**src/rtl/spram_arbiter.sv**
```systemverilog
// spram_arbiter: round-robin share of one 16K x 16 SPRAM between two byte-wide ports,
// with optional zero-fill sweep after reset and one-cycle read latency.
module spram_arbiter #(
   parameter bit CLEAR_ON_RESET = 1'b1,
   parameter int CLEAR_WORDS    = 16384
) (
   input  logic        clk,
   input  logic        rst_n,
   input  logic        p0_valid_i,
   output logic        p0_ready_o,
   input  logic        p0_we_i,
   input  logic [14:0] p0_addr_i,
   input  logic [7:0]  p0_wdata_i,
   output logic        p0_rvalid_o,
   output logic [7:0]  p0_rdata_o,
   input  logic        p1_valid_i,
   output logic        p1_ready_o,
   input  logic        p1_we_i,
   input  logic [14:0] p1_addr_i,
   input  logic [7:0]  p1_wdata_i,
   output logic        p1_rvalid_o,
   output logic [7:0]  p1_rdata_o,
   output logic [3:0]  mem_we_o,
   output logic [13:0] mem_addr_o,
   output logic [15:0] mem_din_o,
   input  logic [15:0] mem_dout_i,
   output logic        init_done_o
);
   typedef enum logic {CLEAR, RUN} state_t;
   localparam logic [13:0] LAST = 14'(CLEAR_WORDS - 1);
   state_t      state_q, state_d;
   logic [13:0] cnt_q, cnt_d;
   logic        ptr_q, ptr_d, init_q, init_d;
   logic        rv0_q, rv1_q, sel_q;
   logic [7:0]  hold0_q, hold1_q, rbyte;
   logic        clr, run, g0, g1, act, we_s;
   logic [14:0] addr_s;
   logic [7:0]  wd_s;
   // Gating with rst_n keeps the SPRAM write-disabled while reset is held.
   assign clr    = rst_n && state_q == CLEAR;
   assign run    = rst_n && state_q == RUN;
   assign g0     = run && p0_valid_i && (!p1_valid_i || !ptr_q);
   assign g1     = run && p1_valid_i && (!p0_valid_i || ptr_q);
   assign act    = g0 || g1;
   assign addr_s = g1 ? p1_addr_i : p0_addr_i;
   assign we_s   = g1 ? p1_we_i : p0_we_i;
   assign wd_s   = g1 ? p1_wdata_i : p0_wdata_i;
   assign rbyte  = sel_q ? mem_dout_i[15:8] : mem_dout_i[7:0];
   always_comb begin
      state_d     = state_q;
      cnt_d       = cnt_q;
      ptr_d       = g0 ? 1'b1 : g1 ? 1'b0 : ptr_q;
      mem_we_o    = clr ? 4'hF : (act && we_s) ? (addr_s[0] ? 4'hC : 4'h3) : 4'h0;
      mem_addr_o  = clr ? cnt_q : act ? addr_s[14:1] : 14'd0;
      mem_din_o   = (act && we_s) ? {wd_s, wd_s} : 16'd0;
      p0_ready_o  = g0;
      p1_ready_o  = g1;
      p0_rvalid_o = rv0_q;
      p1_rvalid_o = rv1_q;
      p0_rdata_o  = rv0_q ? rbyte : hold0_q;
      p1_rdata_o  = rv1_q ? rbyte : hold1_q;
      init_done_o = init_q;
      if (clr) begin
         cnt_d = cnt_q + 14'd1;
         if (cnt_q == LAST) state_d = RUN;
      end
      init_d = state_d == RUN;
   end
   always_ff @(posedge clk or negedge rst_n) begin
      if (!rst_n) begin
         state_q <= CLEAR_ON_RESET ? CLEAR : RUN;
         cnt_q   <= '0;
         ptr_q   <= 1'b0;
         init_q  <= 1'b0;
         rv0_q   <= 1'b0;
         rv1_q   <= 1'b0;
         sel_q   <= 1'b0;
         hold0_q <= '0;
         hold1_q <= '0;
      end else begin
         state_q <= state_d;
         cnt_q   <= cnt_d;
         ptr_q   <= ptr_d;
         init_q  <= init_d;
         rv0_q   <= g0 && !p0_we_i;
         rv1_q   <= g1 && !p1_we_i;
         if (act && !we_s) sel_q <= addr_s[0];
         hold0_q <= p0_rdata_o;
         hold1_q <= p1_rdata_o;
      end
   end
endmodule

```
**config.mk**
```make
export PLATFORM = sky130hd
export DESIGN_NAME = spram_arbiter
export DESIGN_NICKNAME = d
export VERILOG_FILES = /design/src/rtl/spram_arbiter.sv
export SDC_FILE = /design/constraint.sdc
export NUM_CORES = 1
export LEC_CHECK = 0
export CAP_MARGIN = 10
export CORE_MARGIN = 5
export CORE_UTILIZATION = 38
export DETAILED_ROUTE_END_ITERATION = 10
export GPL_ROUTABILITY_DRIVEN = 0
export PLACE_DENSITY = 0.85
export SETUP_SLACK_MARGIN = 0.05
export SLEW_MARGIN = 20
export SYNTH_ARGS = -nofsm -noshare
export SYNTH_HDL_FRONTEND = slang
export SYNTH_SLANG_ARGS = --single-unit
```
**constraint.sdc**
```tcl
create_clock -name clk -period 2.99 [get_ports clk]
set_clock_uncertainty 0.2 [all_clocks]
set_input_delay 0.897 -clock clk [delete_from_list [all_inputs] [get_ports clk]]
set_output_delay 0.897 -clock clk [all_outputs]
set_load 0.02 [all_outputs]
```
==> reports/metrics.cfg <==
[detailed_routing]
drc = 0
wl_met1_um = 2840
dr_wl_met3_um = 435
viasPerCell = 5.04
dr_wl_met2_um = 3930
vias = 2334
wl_per_cell_um = 15.9
top_layer = met4
drt-pass1-iter-count = 4
drt_iter0_markers = 43
ant_nets = 0
totalWireLength_um = 7360

[pwr]
p_seq_share_pct = 44.7
clkPwrFrac_pct = 28.3
p_switching_mw = 0.383
power_density_mw_per_mm2 = 322
power_frac_comb_pct = 27.0
peakVddDrop_v = 0.000322
p_leak_nw = 1.89
p_int_mw = 0.926
switching_share_pct = 29.3

[yosys]
ys_ff_latch = 35
synthFlopType = dfrtp_1
synthTopCellsByArea = dfrtp_1 (42%), mux2i_1 (11%), a21oi_1 (5.8%), nand3_1 (4.6%), buf_4 (4.0%)
synth_common_cells = dfrtp_1 (35), a21oi_1 (24), mux2i_1 (22), nand2_1 (21), nor2_1 (21)
netlist_area_mm2 = 0.00209
syn_avg_cell_area_um2 = 9.23
synthArstFlopShare_pct = 100
postSynthCellCount = 226
yosysMostFrequentCell = dfrtp_1
ys_types = 40
yosys_warnings = 0
synth_edf_count = 0
synth_top_area_share_pct = 42.0
synth_fp_nets = 295
ys_seq_area_share_pct = 42.0
yosysTopAreaCell = dfrtp_1

[floorplan]
start_util_pct = 38.6
die_h_um = 84.1
core-area_mm2 = 0.00541
num_rows = 27
die-area_mm2 = 0.00707
io_pins = 123
die_w_um = 84.1

[clock_network]
cts_tree = yes
clock_sinks = 35
clkSlewWorstSetupHoldPaths_ns = 0.07
cts-htree-levels = 2
cts_buffers = 5
clock_latency_ns = 0.28
clock-root-buffer = clkbuf_8
cts.path.max_buffers = 2

[layout]
antenna_cells = 0
syn_to_final_growth_pct = 94.9
multi_input_area_mm2 = 0.00131
final_nets = 459
ff_latch_area_um2 = 876
drive_gt1_share_pct = 43.2
fin_cells = 463
fill_cells = 374

[run_status]
outcome = finished with violations
failed_checks = negative setup slack

[timing]
setup_viol = 33
rsz0062_at_grt = true
hold_viol = 0
maxSlewViolCount = 0
min_period_ns = 3.10
worst-slew-pin-transition_ns = 0.629
worst_slew_margin_rel_pct = 58.1
setup_tns_ns = -1.37
worst_slack_ns = -0.110
max_freq_mhz = 323
min_period_over_period_pct = 104

[grt]
grt_pass1_wl_um = 11400
grt.total_usage_pct = 19.7
grt_max_degree = 20
overflow = 0
grt_pass1_vias = 2462
antenna_found_initial = 0

[worst_setup_path]
critPathMostFrequentCell = buf_6
cp_num_buf_inv = 4
worst-path-max-fanout = 4
required_ns = 1.89
max_stage_delay_ns = 0.35
crit_path_end_kind = output pin
critPathLaunchType = input pin
critical-path-top-delay-family = simple AND/OR/NAND/NOR gates
worstSetupPathType = input pin to output pin
critPathArrivalTime_ns = 2.00
worstPathCellList = buf_8 > and2_4 > o211ai_4 > inv_2 > buf_6 > nor4b_4 > or3_4 > buf_6
worst_path_max_delay_cell = or3_4

[hold_path]
hold_path_class = flip-flop to flip-flop

[placed_design]
io_buffer_count = 122
dp_hpwl_um = 5230
placed_cells = 437

[job]
drv_cap = 0

cell type report:
cell class,count,share of cell area (%)
Clock buffer,7,2.37
Multi-Input combinational cell,163,32.1
Inverter,4,0.431
Sequential cell,35,21.5
Timing Repair Buffer,181,41.2
Tap cell,72,2.21
Clock inverter,1,0.185
per-layer routing:
metal,up-vias,global-route usage (%)
met2,91,35.4
li1,1112,-
met4,0,7.75
met1,1114,21.8
met5,-,0
met3,17,5.23
path summary, 6_finish.rpt:
path | endpoint | slack [ns] | startpoint | cells after the start
hold reg to reg | cnt_q[13] | 0.30 | cnt_q[13] | 1
min in group asynchronous | hold1_q[5] | 0.36 | rst_n | 2
setup / recovery | mem_we_o[0] | -0.11 | rst_n | 8
setup reg to reg | cnt_q[13] | 1.01 | init_done_o | 7
max in group asynchronous | cnt_q[0] | 1.95 | rst_n | 3
hold / removal | cnt_q[13] | 0.30 | cnt_q[13] | 1
power groups by stage:
stage | Sequential, mW | Combinational, mW | Clock [mW]
final | 0.585 | 0.354 | 0.371
after global routing | 0.592 | 0.383 | 0.398
after CTS | 0.582 | 0.353 | 0.380
after detailed placement | 0.589 | 0.364 | 0
after global placement | 0.588 | 0.351 | 0
after floorplan | 0.575 | 0.169 | 0
flip-flops by register name, summed over array words and instances (netlist names):
signal       cells
cnt_q           14
hold1_q          8
p1_rvalid_o      1
sel_q            1
init_done_o      1
p0_rvalid_o      1
hold0_q          8
ptr_q            1
per-stage QoR:
stage | area (um^2) | setup slack, ns | util, % | hold WS (ns) | total power, mW
floorplan | 2240 | -0.0442 | - | 0.263 | 0.744
global placement | 3690 | -0.939 | 68.3 | 0.285 | 0.939
detailed placement | 3690 | -0.975 | 68.3 | 0.286 | 0.953
CTS | 3890 | -0.132 | 72.0 | 0.298 | 1.32
global route | 4070 | -0.156 | 75.3 | 0.318 | 1.37
finish | 4070 | -0.110 | 75.3 | 0.298 | 1.31
cells by family (layout without fill, tap and decap cells):
family / count (synthesis) / after routing / share of synthesized area (%)
xor gates and xnor gates: 13 / 13 / 5.46
buffers and inverters: 28 / 193 / 8.03
AOI/OAI and AO/OA: 46 / 46 / 13.5
and+or+nand+nor: 80 / 80 / 19.4
muxes: 23 / 23 / 11.1
DFF: 35 / 35 / 42.0
adders and majority gates: 1 / 1 / 0.599
layout by cell type, fill, tap and decap left out, types with 2 or more instances in the layout:
master	instances
dlymetal6s2s_1	9
nand4_1	4
nand3_2	11
inv_1	2
dlygate4sd2_1	9
buf_4	62
clkbuf_8	7
buf_2	15
dfrtp_1	35
or3_4	2
xnor2_1	8
buf_6	29
nand3_1	8
clkdlybuf4s50_1	49
nand2_1	20
o21ai_1	14
a21oi_4	8
a21oi_1	7
xor2_1	5
o21ai_4	2
mux2i_1	16
mux2i_2	5
buf_8	3
and4_1	2
nor2_1	21
buf_12	2
nor3_1	2
a21oi_2	9
repair_timing:
item | 4_1_cts | 5_1_grt
setup endpoints to repair | 52 | 50
cloned | 1 | 0
hold buffers | 0 | 0
pin swaps | 18 | 15
setup buffers | 10 | 7
resized for setup | 305 | 40
(Power assumes the default switching activity.)
